--- src/rtl/sort_pkg.sv ---
// Shared types and defaults for the sorter frame loader.
// Default geometry and bank state encoding.
package sort_pkg;

    localparam int SORT_N = 6;
    localparam int SORT_WIDTH = 8;
    localparam logic [SORT_WIDTH-1:0] SORT_PAD = {SORT_WIDTH{1'b1}};
    localparam int CNT_W = $clog2(SORT_N + 1);

    typedef logic [SORT_WIDTH-1:0] sample_t;

    typedef enum logic [1:0] {
        EMPTY,
        FILLING,
        FULL
    } bank_state_t;

endpackage

--- src/rtl/sort_frame_bank.sv ---
// One frame buffer: N-slot storage, close count and fill state.
// Slots past the recorded count read back as the pad value.
module sort_frame_bank
    import sort_pkg::*;
#(
    parameter int N = SORT_N,
    parameter int WIDTH = SORT_WIDTH,
    parameter logic [WIDTH-1:0] PAD_VALUE = {WIDTH{1'b1}},
    localparam int IW = (N > 1) ? $clog2(N) : 1,
    localparam int CW = $clog2(N + 1)
) (
    input  logic             clk,
    input  logic             rst,
    input  logic             i_wr_en,
    input  logic [IW-1:0]    i_wr_idx,
    input  logic [WIDTH-1:0] i_wr_data,
    input  logic             i_close,
    input  logic             i_pop,
    output logic [WIDTH-1:0] o_data [N],
    output logic [CW-1:0]    o_count,
    output logic             o_full
);

    bank_state_t      r_state;
    bank_state_t      w_state_nxt;
    logic [WIDTH-1:0] r_mem [N];
    logic [CW-1:0]    r_count;

    always_comb begin
        w_state_nxt = r_state;
        if (i_pop) begin
            w_state_nxt = EMPTY;
        end
        if (i_wr_en) begin
            w_state_nxt = i_close ? FULL : FILLING;
        end
    end

    always_ff @(posedge clk or posedge rst) begin
        if (rst) begin
            r_state <= EMPTY;
        end else begin
            r_state <= w_state_nxt;
        end
    end

    always_ff @(posedge clk or posedge rst) begin
        if (rst) begin
            r_count <= '0;
            for (int i = 0; i < N; i++) begin
                r_mem[i] <= '0;
            end
        end else if (i_wr_en) begin
            r_mem[i_wr_idx] <= i_wr_data;
            if (i_close) begin
                r_count <= CW'(i_wr_idx) + CW'(1);
            end
        end
    end

    // Padding applies only to a closed frame; stale slots are never exposed as data.
    always_comb begin
        for (int i = 0; i < N; i++) begin
            o_data[i] = r_mem[i];
            if (r_state == FULL && CW'(i) >= r_count) begin
                o_data[i] = PAD_VALUE;
            end
        end
    end

    assign o_count = r_count;
    assign o_full  = (r_state == FULL);

endmodule

--- src/rtl/sort_frame_loader.sv ---
// Packs a serial sample stream into double-buffered N-slot frames
// and hands one stable, padded frame at a time to the sorter.
module sort_frame_loader
    import sort_pkg::*;
#(
    parameter int N = SORT_N,
    parameter int WIDTH = SORT_WIDTH,
    parameter logic [WIDTH-1:0] PAD_VALUE = {WIDTH{1'b1}},
    localparam int IW = (N > 1) ? $clog2(N) : 1,
    localparam int CW = $clog2(N + 1)
) (
    input  logic             clk,
    input  logic             rst,
    input  logic [WIDTH-1:0] in_data,
    input  logic             in_valid,
    input  logic             in_last,
    output logic             in_ready,
    output logic [WIDTH-1:0] frame_data [N],
    output logic [CW-1:0]    frame_count,
    output logic             frame_valid,
    input  logic             frame_ready
);

    logic             r_wr_bank;
    logic             r_rd_bank;
    logic             r_in_ready;
    logic [IW-1:0]    r_wr_idx;
    logic [1:0]       w_full;
    logic [1:0]       w_full_nxt;
    logic             w_accept;
    logic             w_close;
    logic             w_pop;
    logic             w_wr_bank_nxt;
    logic [WIDTH-1:0] w_bank_data [2][N];
    logic [CW-1:0]    w_bank_count [2];

    assign w_accept = in_valid && r_in_ready;
    assign w_close  = w_accept && (in_last || r_wr_idx == IW'(N - 1));
    assign w_pop    = frame_valid && frame_ready;
    assign w_wr_bank_nxt = r_wr_bank ^ w_close;

    for (genvar g = 0; g < 2; g++) begin : g_bank
        sort_frame_bank #(
            .N         (N),
            .WIDTH     (WIDTH),
            .PAD_VALUE (PAD_VALUE)
        ) u_bank (
            .clk       (clk),
            .rst       (rst),
            .i_wr_en   (w_accept && r_wr_bank == 1'(g)),
            .i_wr_idx  (r_wr_idx),
            .i_wr_data (in_data),
            .i_close   (w_close),
            .i_pop     (w_pop && r_rd_bank == 1'(g)),
            .o_data    (w_bank_data[g]),
            .o_count   (w_bank_count[g]),
            .o_full    (w_full[g])
        );
    end

    // Post-edge fullness, so in_ready is a plain flop with no path from frame_ready.
    always_comb begin
        w_full_nxt = w_full;
        if (w_pop) begin
            w_full_nxt[r_rd_bank] = 1'b0;
        end
        if (w_close) begin
            w_full_nxt[r_wr_bank] = 1'b1;
        end
    end

    always_ff @(posedge clk or posedge rst) begin
        if (rst) begin
            r_wr_bank  <= 1'b0;
            r_rd_bank  <= 1'b0;
            r_wr_idx   <= '0;
            r_in_ready <= 1'b0;
        end else begin
            r_wr_bank  <= w_wr_bank_nxt;
            r_rd_bank  <= r_rd_bank ^ w_pop;
            r_in_ready <= !w_full_nxt[w_wr_bank_nxt];
            if (w_close) begin
                r_wr_idx <= '0;
            end else if (w_accept) begin
                r_wr_idx <= r_wr_idx + IW'(1);
            end
        end
    end

    always_comb begin
        for (int i = 0; i < N; i++) begin
            frame_data[i] = w_bank_data[r_rd_bank][i];
        end
    end

    assign frame_count = w_bank_count[r_rd_bank];
    assign frame_valid = w_full[r_rd_bank];
    assign in_ready    = r_in_ready;

endmodule

--- config.mk ---
export PLATFORM = sky130hd
export DESIGN_NAME = sort_frame_loader
export DESIGN_NICKNAME = d
export VERILOG_FILES = /design/src/rtl/sort_pkg.sv /design/src/rtl/sort_frame_bank.sv /design/src/rtl/sort_frame_loader.sv
export SDC_FILE = /design/constraint.sdc
export NUM_CORES = 1
export LEC_CHECK = 0
export ABC_AREA = 1
export CAP_MARGIN = 20
export CELL_PAD_IN_SITES_DETAIL_PLACEMENT = 1
export CELL_PAD_IN_SITES_GLOBAL_PLACEMENT = 1
export CORE_MARGIN = 3
export CORE_UTILIZATION = 40
export DETAILED_ROUTE_END_ITERATION = 8
export GPL_TIMING_DRIVEN = 0
export PLACE_DENSITY = 0.89
export SETUP_SLACK_MARGIN = 0.02
export SKIP_LAST_GASP = 1
export SYNTH_ARGS = -nofsm -noshare
export SYNTH_HDL_FRONTEND = slang
export SYNTH_SLANG_ARGS = --single-unit
--- constraint.sdc ---
create_clock -name clk -period 4 [get_ports clk]
set_input_delay 0.4 -clock clk [delete_from_list [all_inputs] [get_ports clk]]
set_output_delay 0.4 -clock clk [all_outputs]
set_load 0.01 [all_outputs]
==> impl_metrics.env, run 1 <==
export IMPL_synthToLayoutAreaGrowth_pct=21.17
export IMPL_worstPathArrival_ns=2.52
export IMPL_crit_fanout=8
export IMPL_via_count=5121
export IMPL_path_class="flip-flop to output pin"
export IMPL_synth_flop_cell="dfrtp_1"
export IMPL_yosysUniqueCellTypes=23
export IMPL_grt_ovfl_total=0
export IMPL_grt_pass1_wl_um=27810
export IMPL_setup_violations_final=0
export IMPL_synth_cells=745
export IMPL_maxSlewHeadroom_pct=36.46
export IMPL_synth_area_mm2=0.005514
export IMPL_synth_top_area_cell="dfrtp_1"
export IMPL_min_period_over_period_pct=73.09
export IMPL_seqPwrFrac_pct=31.7
export IMPL_vdd_drop_max_v=0.0003077
export IMPL_grt_use_total_pct=23.81
export IMPL_drtAntennaViolNets=0
export IMPL_htree_levels=3
export IMPL_yosys_top_cells_area="dfrtp_1, nand2_1, o21ai_0"
export IMPL_clock_sinks=112
export IMPL_combPwrFrac_pct=53.7
export IMPL_synth_top_cell_area_share_pct=50.83
export IMPL_p_switching_mw=2.471
export IMPL_cts_resized=0
export IMPL_cts_tree="built"
export IMPL_drtPass1Iterations=4
export IMPL_rsz0062_at_grt="false"
export IMPL_skew_ns=0.007095
export IMPL_hold_viol=0
export IMPL_diodes=0
export IMPL_ios=66
export IMPL_wl_per_cell_um=16.95
export IMPL_cp_end_kind="output pin"
export IMPL_synth_edff_count=0
export IMPL_root_buffer="clkbuf_16"
export IMPL_io_buffers=65
export IMPL_syn_avg_cell_area_um2=7.401
export IMPL_routed_wl_um=17000
export IMPL_drt_initial_drc_count=292
export IMPL_swShare_pct=42.17
export IMPL_cts_buffers=9
export IMPL_p_int_mw=3.387
export IMPL_detail_route_vias_per_cell=5.106
export IMPL_syn_nets=762
export IMPL_rows=42
export IMPL_dpl_cell_count=987
export IMPL_status="completed"
export IMPL_grt_max_degree=60
export IMPL_yosysMostFrequentCell="nand2_1"
export IMPL_die_h_um=123.4
export IMPL_cap_violations=0
export IMPL_seq_area_frac_synth_pct=50.83
export IMPL_yosys_warnings=0
export IMPL_hpwl_um=12000
export IMPL_fin_util_pct=50.06
export IMPL_period_minus_slack_ns=2.924
export IMPL_clkTransAtPathRegs_ns=0.07
export IMPL_ctsHoldBuffers=0
export IMPL_cts_buffer_depth=2
export IMPL_slew_violations=0
export IMPL_fmax_mhz=342.0
export IMPL_tightest_slew_ns=0.9458
export IMPL_antenna_found_initial=0
export IMPL_die_area_mm2=0.01523
export IMPL_power_density_mw_per_mm2=876.8
export IMPL_p_leak_nw=3.450
export IMPL_worstHoldPathType="flip-flop to flip-flop"
export IMPL_initial_core_util_pct=41.31
export IMPL_gp_congestion=0.8265
export IMPL_final_cells=1003
export IMPL_cts_setup_buffers=0
export IMPL_coreArea_mm2=0.01335
export IMPL_clock_power_share_pct=14.6
export IMPL_synth_common_cells="nand2_1, o21ai_0, dfrtp_1"
export IMPL_drc=0
export IMPL_grt_pass1_vias=5332
export IMPL_die_w_um=123.4
export IMPL_clk_latency_ns=0.36
export IMPL_synthArstFlopShare_pct=100.0
export IMPL_layout_nets=839
export IMPL_drive_above_1_share_pct=4.353
export IMPL_critPathRequiredTime_ns=3.60
export IMPL_startpoint_type="flip-flop"
export IMPL_ys_ff_latch=112
==> layout by cell type, fill, tap and decap left out, drive strengths merged <==
cell	count
nand2	321
o21ai	137
dfrtp	112
inv	87
clkdlybuf4s50	65
nor2	26
clkbuf	21
buf	19
a21oi	10
nand3	9
nor3	5
ha	4
clkinv	4
o22ai	2
nand3b	2
xnor2	1
nor3b	1
o31ai	1
==> per-stage QoR <==
| stage | power (mW) | instance area, µm² | TNS [ns] | hold WS, ns | worst slack, ns |
|---|---|---|---|---|---|
| floorplan | 3.509 | 5514 | 0 | 0.4530 | 0.6410 |
| global placement | 4.892 | 6385 | -122.13 | 0.4660 | -1.100 |
| detailed placement | 5.029 | 6415 | 0 | 0.4733 | 1.455 |
| CTS | 5.899 | 6681 | 0 | 0.4903 | 1.052 |
| global route | 6.357 | 6681 | 0 | 0.5134 | 0.9089 |
| finish | 5.858 | 6681 | 0 | 0.4880 | 1.076 |
==> final cells by class <==
cell class / instances / area, µm²
fillers: 1684 / 6666
flip-flops and latches: 112 / 2803
multi-input cells: 519 / 2220
repair buffers: 66 / 678.2
inverters: 87 / 329.1
clock buffers: 12 / 246.5
well taps: 176 / 220.2
plain buffers: 27 / 165.2
clock inverters: 4 / 20.02
==> worst max-delay path, stage by stage, from the launching register on <==
cell             delay [ns]
dfrtp_1                0.40
nor2_1                 0.42
nand3_1                0.48
nand2_1                0.18
nand2_1                0.07
nand2_1                0.08
clkdlybuf4s50_1        0.53
==> flip-flops by register name (all words and copies together) (netlist names) <==
| register | cells |
|---|---|
| g_bank.u_bank.o_count | 6 |
| g_bank.u_bank.r_mem | 96 |
| g_bank.u_bank.r_state | 4 |
| in_ready | 1 |
| r_rd_bank | 1 |
| r_wr_bank | 1 |
| r_wr_idx | 3 |
==> layer usage <==
metal  up-vias  wire (µm)  global-route usage, %
li1       2463          -                      -
met3        26        479                  3.385
met4         0        334                  6.436
met1      2537       7535                  31.26
met2        95       8649                  41.28
met5         -          0                      0
==> path summary, 6_finish.rpt <==
kind	startpoint	end	slack (ns)	cells after the start
max reg2reg	r_rd_bank$_DFF_PP0_	g_bank[0].u_bank.r_state[0]$_DFFE_PP0P_	1.77	8
min in group asynchronous	rst	r_wr_idx[2]$_DFFE_PP0P_	0.51	2
min	g_bank[0].u_bank.r_mem[36]$_DFFE_PP0P_	g_bank[0].u_bank.r_mem[36]$_DFFE_PP0P_	0.49	2
max	g_bank[0].u_bank.r_state[0]$_DFFE_PP0P_	frame_data[8]	1.08	6
min reg2reg	g_bank[0].u_bank.r_mem[36]$_DFFE_PP0P_	g_bank[0].u_bank.r_mem[36]$_DFFE_PP0P_	0.49	2
max in group asynchronous	rst	g_bank[1].u_bank.r_mem[30]$_DFFE_PP0P_	2.74	3
==> cells by family after synthesis <==
logic type	count (synthesis)	share of synthesized area, %
adder cells (fa/ha/maj)	4	0.9077
XOR/XNOR	1	0.1589
buffers and inverters	114	8.918
AO/OA/AOI/OAI	150	13.71
AND/OR/NAND/NOR	364	25.48
flip-flops	112	50.83
==> power by group through the flow <==
stage,registers (mW),logic (mW),clock network (mW)
floorplan,1.79,1.72,0
global placement,1.84,3.05,0
detailed placement,1.87,3.16,0
CTS,1.86,3.18,0.858
global route,1.92,3.54,0.900
finish,1.86,3.15,0.854
Power figures use the tool's default switching activity.
==> run 2: changes to the inputs <==
==> constraint.sdc (replaced) <==
create_clock -name clk -period 2.85 [get_ports clk]
set_input_delay 0.285 -clock clk [delete_from_list [all_inputs] [get_ports clk]]
set_output_delay 0.285 -clock clk [all_outputs]
set_load 0.01 [all_outputs]
==> run 2 against run 1 <==
Net effect:
- final area is 0.82% higher
- critical path depth unchanged
- register-to-register slack lost 1.1 ns
- sequential share of layout area fell by 0.34 points
- clock power grew 48%
- combinational power up 42%
- total power grew 43%
- clock-buffer cell count is 1 higher
- non-clock buffer count increased by 2
- die area did not move
- routed wire length grew 1.8%
- critical endpoint is now frame_data[5]
==> impl_metrics.env, run 2 (same netlist as run 1, synthesis figures left out) <==
export IMPL_skew_ns=0.005656
export IMPL_period_minus_slack_ns=2.752
export IMPL_slew_violations=0
export IMPL_p_leak_nw=3.461
export IMPL_coreArea_mm2=0.01335
export IMPL_via_count=5180
export IMPL_cpPeakStageDelay_ns=0.55
export IMPL_placed_area_mm2=0.006429
export IMPL_rows=42
export IMPL_die_h_um=123.4
export IMPL_power_density_mw_per_mm2=1239
export IMPL_grt_max_degree=43
export IMPL_grt_use_total_pct=23.95
export IMPL_status="completed"
export IMPL_top_register="g_bank.u_bank.r_mem"
export IMPL_fmax_mhz=363.4
export IMPL_min_period_over_period_pct=96.56
export IMPL_clkTransAtPathRegs_ns=0.07
export IMPL_clk_latency_ns=0.36
export IMPL_cap_violations=0
export IMPL_regArea_mm2=0.002803
export IMPL_tightest_slew_ns=0.7659
export IMPL_grt_pass1_vias=5462
export IMPL_die_area_mm2=0.01523
export IMPL_cp_end_kind="output pin"
export IMPL_initial_core_util_pct=41.31
export IMPL_hold_viol=0
export IMPL_maxSlewHeadroom_pct=48.83
export IMPL_drtAntennaViolNets=0
export IMPL_path_common_cell="nand2_1"
export IMPL_slowest_stage="clkdlybuf4s50_1"
export IMPL_root_buffer="clkbuf_16"
export IMPL_drtPass1Iterations=4
export IMPL_multiInputGateArea_mm2=0.002237
export IMPL_vdd_drop_max_v=0.0003928
export IMPL_crit_fanout=10
export IMPL_wl_per_cell_um=17.22
export IMPL_cts_buffers=9
export IMPL_diodes=0
export IMPL_io_buffers=65
export IMPL_startpoint_type="flip-flop"
export IMPL_grt_pass1_wl_um=27930
export IMPL_critPathRequiredTime_ns=2.57
export IMPL_path_buf_inv=4
export IMPL_drive_above_1_share_pct=4.825
export IMPL_synthToLayoutAreaGrowth_pct=22.17
export IMPL_grt_ovfl_total=0
export IMPL_r2r_end="g_bank[1].u_bank.r_state[1]$_DFFE_PP0P_"
export IMPL_drc=0
export IMPL_setup_violations_final=0
export IMPL_design_area_mm2=0.006736
export IMPL_layout_nets=841
export IMPL_die_w_um=123.4
export IMPL_layout_common_cells="nand2_1, o21ai_0, dfrtp_1"
export IMPL_gp_congestion=0.8270
export IMPL_hold_slack_ns=0.4112
export IMPL_crit_family="buffers and inverters"
export IMPL_cts_buffer_depth=2
export IMPL_path_cells="buf_2, inv_2, buf_1, nand2_1, nand2_1, clkdlybuf4s50_1"
export IMPL_detail_route_vias_per_cell=5.154
export IMPL_clock_sinks=112
export IMPL_largest_reg_flops=96
export IMPL_hpwl_um=11770
export IMPL_antenna_found_initial=0
export IMPL_layout_commonest_cell="nand2_1"
export IMPL_worstHoldPathType="input port to async pin"
export IMPL_r2r_slack_ns=0.67
export IMPL_r2r_start="r_rd_bank$_DFF_PP0_"
export IMPL_drt_initial_drc_count=321
export IMPL_worstPathArrival_ns=2.47
export IMPL_cts_tree="built"
export IMPL_htree_levels=3
export IMPL_rsz0062_at_grt="true"
export IMPL_ios=66
export IMPL_r2r_cells=9
export IMPL_routed_wl_um=17310
export IMPL_nFillCells=1696
export IMPL_path_class="flip-flop to output pin"
run 2: changes by cell type in the layout (fill, tap and decap cells not counted), moves of 2 or more:
cell | before | now
buf_12 | 0 | 2
nor3_1 | 5 | 3
clkbuf_1 | 11 | 13
clkinvlp_4 | 0 | 2
nor3_2 | 0 | 2
clkinv_2 | 4 | 1
run 2: area by class of cell:
type                    count  share of cell area, %
inverters                  87                  4.903
flip-flops and latches    112                  41.60
plain buffers              27                  2.452
well taps                 176                  3.269
clock buffers              13                  3.566
multi-input cells         519                  33.21
clock inverters             3                 0.6315
repair buffers             68                  10.36
run 2: per-stage QoR:
step / setup slack, ns / util, % / power, mW / cells / setup TNS, ns
after floorplan: 1.208 / - / 4.926 / 745 / 0
after global routing: -0.01116 / 50.47 / 9.056 / 1005 / -0.01116
final: 0.09801 / 50.47 / 8.349 / 1005 / 0
after CTS: 0.03063 / 50.32 / 8.374 / 1004 / 0
after global placement: 0.04026 / 47.86 / 6.863 / 986 / 0
after detailed placement: 0.3906 / 48.16 / 7.032 / 988 / 0
run 2: worst max path at each step:
| stage | startpoint | endpoint | slack (ns) | cells after the start |
|---|---|---|---|---|
| after floorplan | rst | g_bank[0].u_bank.o_count[0]$_DFFE_PP0P_ | 1.21 | 1 |
| after global placement | rst | g_bank[0].u_bank.r_mem[14]$_DFFE_PP0P_ | 0.04 | 2 |
| after detailed placement | g_bank[0].u_bank.r_state[0]$_DFFE_PP0P_ | frame_data[15] | 0.39 | 6 |
| after CTS | g_bank[0].u_bank.r_state[0]$_DFFE_PP0P_ | frame_data[5] | 0.03 | 6 |
| after global routing | r_rd_bank$_DFF_PP0_ | frame_data[5] | -0.01 | 6 |
| final | r_rd_bank$_DFF_PP0_ | frame_data[5] | 0.1 | 6 |
run 2: power by group:
| part | switching (mW) | leakage [nW] | internal (mW) |
|---|---|---|---|
| Sequential | 0.395 | 1.39 | 2.24 |
| Clock | 0.580 | 0.134 | 0.683 |
| Combinational | 2.54 | 1.93 | 1.92 |
run 2: per-layer routing:
layer  GRT usage [%]  part of all wire (%)  up-vias
met5               0                     0        -
met4           9.343                   2.4        0
met3           2.745                   2.8       26
met2           41.22                    51      101
met1           30.88                    44     2578
li1                -                     -     2475
run 2: what timing repair did:
| item | CTS | global route |
|---|---|---|
| setup endpoints to repair | 8 | 43 |
| gates cloned | 0 | 0 |
| setup buffers | 0 | 1 |
| gates resized for setup | 1 | 3 |
| hold buffers | 0 | 0 |
==> run 3: changes to the inputs <==
--- a/config.mk
+++ b/config.mk
@@ -5,15 +5,15 @@
 export SDC_FILE = /design/constraint.sdc
 export NUM_CORES = 1
 export LEC_CHECK = 0
-export ABC_AREA = 1
 export CAP_MARGIN = 20
 export CELL_PAD_IN_SITES_DETAIL_PLACEMENT = 1
 export CELL_PAD_IN_SITES_GLOBAL_PLACEMENT = 1
 export CORE_MARGIN = 3
 export CORE_UTILIZATION = 40
+export CTS_CLUSTER_DIAMETER = 80
 export DETAILED_ROUTE_END_ITERATION = 8
 export GPL_TIMING_DRIVEN = 0
-export PLACE_DENSITY = 0.89
+export PLACE_DENSITY = 0.83
 export SETUP_SLACK_MARGIN = 0.02
 export SKIP_LAST_GASP = 1
 export SYNTH_ARGS = -nofsm -noshare
==> run 3 against run 2 <==
Net effect:
- total power decreased by 1.1%
- setup slack improved by 0.024 ns
- register-to-register slack improved by 0.17 ns
- hold slack got worse by 0.069 ns
- first-iteration DRC count decreased by 50%
- die area decreased by 7.0%
- non-clock buffer count decreased by 11
- highest routed layer unchanged
==> impl_metrics.env, run 3 <==
export IMPL_status="completed"
export IMPL_placed_area_mm2=0.006035
export IMPL_muxShareOfSynthArea_pct=22.40
export IMPL_p_leak_nw=2.823
export IMPL_r2r_start="r_wr_idx[1]$_DFFE_PP0P_"
export IMPL_cts_buffers=9
export IMPL_syn_nets=396
export IMPL_largest_reg_flops=96
export IMPL_startpoint_type="flip-flop"
export IMPL_grt_ovfl_total=0
export IMPL_ys_ff_latch=112
export IMPL_ios=66
export IMPL_cp_startpoint="g_bank[1].u_bank.o_count[2]$_DFFE_PP0P_"
export IMPL_layout_commonest_cell="dfrtp_1"
export IMPL_cp_end_kind="output pin"
export IMPL_drt_initial_drc_count=161
export IMPL_synth_top_cell_area_share_pct=54.85
export IMPL_vdd_drop_max_v=0.0007170
export IMPL_synth_cells=379
export IMPL_power_density_mw_per_mm2=1293
export IMPL_drtAntennaViolNets=0
export IMPL_period_minus_slack_ns=2.728
export IMPL_synth_common_cells="dfrtp_1, mux2_2, o22a_1"
export IMPL_clock_sinks=112
export IMPL_initial_core_util_pct=41.67
export IMPL_yosys_warnings=0
export IMPL_grt_pass1_vias=3878
export IMPL_seq_area_frac_synth_pct=54.85
export IMPL_grt_max_degree=43
export IMPL_fin_util_pct=52.08
export IMPL_drc=0
export IMPL_path_class="flip-flop to output pin"
export IMPL_synth_compound_area_share_pct=11.78
export IMPL_r2r_slack_ns=0.84
export IMPL_syn_avg_cell_area_um2=13.48
export IMPL_r2r_cells=6
export IMPL_cts_tree="built"
export IMPL_rows=40
export IMPL_synth_area_mm2=0.005110
export IMPL_cap_violations=0
export IMPL_synth_flop_cell="dfrtp_1"
export IMPL_rsz0062_at_grt="false"
export IMPL_root_buffer="clkbuf_16"
export IMPL_routed_wl_um=13740
export IMPL_yosysMostFrequentCell="dfrtp_1"
export IMPL_diodes=0
export IMPL_io_buffers=65
export IMPL_hpwl_um=9437
export IMPL_yosysUniqueCellTypes=43
export IMPL_maxSlewHeadroom_pct=50.96
export IMPL_hold_viol=0
export IMPL_drive_above_1_share_pct=31.53
export IMPL_worstHoldPathType="input port to async pin"
export IMPL_synth_edff_count=0
export IMPL_setup_violations_final=0
export IMPL_antenna_found_initial=0
export IMPL_synth_simple_gate_area_share_pct=7.811
export IMPL_nFillCells=1248
export IMPL_via_count=3424
export IMPL_skew_ns=0.007934
export IMPL_drtPass1Iterations=4
export IMPL_layout_nets=475
export IMPL_hold_slack_ns=0.3418
export IMPL_clkTransAtPathRegs_ns=0.07
export IMPL_worstPathArrival_ns=2.44
export IMPL_synthArstFlopShare_pct=100.0
export IMPL_die_h_um=119.0
export IMPL_synthToLayoutAreaGrowth_pct=24.98
export IMPL_htree_levels=3
export IMPL_coreArea_mm2=0.01226
export IMPL_grt_use_total_pct=20.23
export IMPL_clk_latency_ns=0.35
export IMPL_yosys_top_cells_area="dfrtp_1, mux2_2, o22a_1"
export IMPL_total_power_mw=8.255
export IMPL_synth_xor_area_share_pct=0.1714
export IMPL_crit_fanout=8
export IMPL_crit_end="frame_data[42]"
export IMPL_gp_congestion=0.8347
export IMPL_die_w_um=119.0
export IMPL_critPathRequiredTime_ns=2.57
export IMPL_layout_common_cells="dfrtp_1, mux2_2, clkdlybuf4s50_1"
export IMPL_synth_adder_area_share_pct=0.9794
export IMPL_grt_pass1_wl_um=22180
export IMPL_top_register="g_bank.u_bank.r_mem"
export IMPL_detail_route_vias_per_cell=5.426
export IMPL_cts_buffer_depth=2
export IMPL_fmax_mhz=366.5
export IMPL_tightest_slew_ns=0.7302
export IMPL_synth_top_family_by_area="multiplexers"
export IMPL_wl_per_cell_um=21.77
export IMPL_design_area_mm2=0.006386
export IMPL_r2r_end="g_bank[0].u_bank.o_count[0]$_DFFE_PP0P_"
export IMPL_die_area_mm2=0.01417
export IMPL_slew_violations=0
export IMPL_min_period_over_period_pct=95.73
export IMPL_synth_top_area_cell="dfrtp_1"
-- run 3: metal layers --
layer  GRT usage [%]  vias up  routed length, µm
li1                -     1552                  -
met1           26.49     1801               6284
met2           35.04       63               6964
met3           4.463        8                409
met4           3.259        0                 78
met5               0        -                  0
-- run 3: layout make-up --
class                           count  area (µm²)  area share, %
Tap cell                          168       210.2          3.292
Multi-Input combinational cell    247        2251          35.25
Timing Repair Buffer               69       718.2          11.25
Clock inverter                      4       53.80         0.8425
Sequential cell                   112        2803          43.89
Clock buffer                       12       246.5          3.860
Inverter                            4       18.77         0.2939
Buffer                             15       85.08          1.332
-- run 3: kinds of logic after synthesis --
group	after synthesis
flops	112
compound gates	76
simple gates	67
mux	99
buf+inv	20
fa+ha+maj	4
xor+xnor	1
-- run 3: critical path, stage by stage, from the launching register on --
cell and delay (ns):
dfrtp_1 0.42, nor2_1 0.12, nand2_1 0.14, o31ai_2 0.60
o22a_1 0.27, clkdlybuf4s50_1 0.54
-- run 3: how the worst min path moves through the flow --
stage	slack, ns	endpoint
after floorplan	0.44	g_bank[1].u_bank.r_mem[0]$_DFFE_PP0P_
after global placement	0.49	g_bank[1].u_bank.r_mem[42]$_DFFE_PP0P_
after detailed placement	0.49	g_bank[0].u_bank.r_mem[42]$_DFFE_PP0P_
after CTS	0.34	g_bank[0].u_bank.r_mem[26]$_DFFE_PP0P_
after global routing	0.37	g_bank[1].u_bank.r_mem[26]$_DFFE_PP0P_
final	0.34	g_bank[0].u_bank.r_mem[26]$_DFFE_PP0P_
-- run 3: power breakdown --
group	switching [mW]	internal (mW)
Clock	0.583	0.709
Combinational	1.87	2.33
Sequential	0.495	2.27
-- run 3: per-stage QoR --
| step | TNS [ns] | setup slack, ns | cells |
|---|---|---|---|
| after global routing | 0 | 0.02140 | 631 |
| after CTS | -0.02861 | -0.01399 | 631 |
| after floorplan | 0 | 1.147 | 379 |
| final | 0 | 0.1218 | 631 |
| after global placement | 0 | 0.1771 | 612 |
| after detailed placement | 0 | 0.2119 | 615 |
-- run 3: what timing repair did --
action,4_1_cts,5_1_grt
hold endpoints to repair,0,0
pin swaps,0,1
hold buffers,0,0
setup buffers,0,1
gates resized for setup,3,6
setup endpoints to repair,16,38
==> patch (config.mk and constraints of run 1) <==
Set the package constant `SORT_N` to 12 (it was 6).
--- a/src/rtl/sort_pkg.sv
+++ b/src/rtl/sort_pkg.sv
@@ -2,7 +2,7 @@
 // Default geometry and bank state encoding.
 package sort_pkg;
 
-    localparam int SORT_N = 6;
+    localparam int SORT_N = 12;
     localparam int SORT_WIDTH = 8;
     localparam logic [SORT_WIDTH-1:0] SORT_PAD = {SORT_WIDTH{1'b1}};
     localparam int CNT_W = $clog2(SORT_N + 1);
Ports: changed (resized frame_count and frame_data); port bits go from 66 to 115. No check against the original RTL was run, so the function may have changed too.
==> patch against run 1 <==
  * Design area is 86% higher
  * Utilization is 0.83 points higher
  * Sequential cell count grew 99
  * Count of clock-buffer cells in the layout grew 23
  * Setup slack lost 0.51 ns
  * First-iteration DRC count rose by 140%
  * Routed wire length up 110%
  * Synthesized area grew 81%
  * Power grew 83%
==> patch: results (changes against run 1) <==
stage,metric,value,unit,change
cts,CTS Buffer Depth,3,,+1
grt,largest net degree at the start of global routing,44,,-27%
final_layout,layout cells sized above 1,6.67,%,+2.3 points
min_path,hold crit path type,input pin to async pin,,
final_layout,fraction of area in non-clock buffers,12.1,%,-0.49 points
drt,TritonRoute pass-1 iters,5,,+1
final_layout,# clk buffers,35,,+23
floorplan,die span in x,164,µm,+33%
grt,first-pass GRT wire length,54.6,mm,+96%
timing,clock skew,0.0107,ns,+0.00359 ns
final_layout,nonclk inv count,124,,+43%
drt,Avg WL per Cell,19.9,µm,+17%
drt,via count,9481,,+85%
grt,GRT Total Usage,26.1,%,+2.3 points
final_layout,Finished Layout Cells,1764,,+76%
place,DP Area,0.0116,mm²,+82%
final_layout,Fillers,2984,,+77%
synthesis,synth unique cells,25,,+8.7%
final_layout,fraction of area in multi-input gates,32.0,%,-1.2 points
final_layout,max reg flops,192,,+100%
synthesis,Cells after Synth,1280,,+72%
cts,TritonCTS buffer count,25,,+16
synthesis,Compound-Gate Fraction of Synth Area,15.2,%,+1.5 points
synthesis,adder-cell share of the synthesized area,0.751,%,-0.16 points
synthesis,synth top area cells,"dfrtp_1, nand2_1, o21ai_0, inv_1, nor2_1",,
place,post-place setup slack,1.20,ns,-0.257 ns
place,placed insts,1723,,+75%
final_layout,multi-input gate count,889,,+71%
outcome,run status,completed,,
power_and_ir_drop,Worst VDD drop,0.411,mV,+34%
place,RePlAce Congestion,0.894,,+8.2%
final_layout,utilization after layout,50.9,%,+0.83 points
worst_setup_path,arrival time at the worst endpoint,3.04,ns,+0.52 ns
power_and_ir_drop,Leak Pwr,6.03,nW,+75%
## patch: cell count changes after synthesis, moves of 46 or more
cell / run 1 / this run
nor2_1: 23 / 120
nand3_1: 9 / 55
nand2_1: 320 / 373
dfrtp_1: 112 / 211
o21ai_0: 136 / 248
## patch: worst max-delay path: stages, from the launching register on
cell	delay [ns]
dfrtp_1	0.36
inv_1	0.07
nand2_1	0.10
inv_1	0.16
nand2_1	0.24
nor2_2	0.41
nand2_1	0.33
a21oi_1	0.27
clkdlybuf4s50_1	0.57
## patch: power breakdown
group | internal [W] | total, W | switching (W) | leakage, nW
combinational | 0.00224 | 0.00525 | 0.00301 | 2.99
sequential | 0.00281 | 0.00320 | 0.000393 | 2.64
clock | 0.00136 | 0.00225 | 0.000884 | 0.396
## patch: final timing paths
| check | cells after the start | end | startpoint | slack, ns |
|---|---|---|---|---|
| setup / recovery | 8 | frame_data[87] | g_bank[1].u_bank.r_state[0] | 0.56 |
| hold / removal | 2 | g_bank[0].u_bank.r_mem[14] | rst | 0.26 |
| setup reg to reg | 7 | g_bank[0].u_bank.r_state[0] | r_rd_bank | 1.79 |
| hold reg to reg | 2 | g_bank[1].u_bank.r_mem[77] | g_bank[1].u_bank.r_mem[77] | 0.48 |
| max in group asynchronous | 4 | g_bank[0].u_bank.r_mem[66] | rst | 2.89 |
| min in group clk | 2 | g_bank[1].u_bank.r_mem[77] | g_bank[1].u_bank.r_mem[77] | 0.48 |
## patch: layer usage
metal	share of wire, %	wire (µm)	up-vias	GRT usage [%]
met5	0	0	-	0
met4	3.7	1310	0	9.03
met3	5.4	1880	92	3.86
met2	48	16900	304	44.0
met1	43	15000	4730	34.4
li1	-	-	4355	-
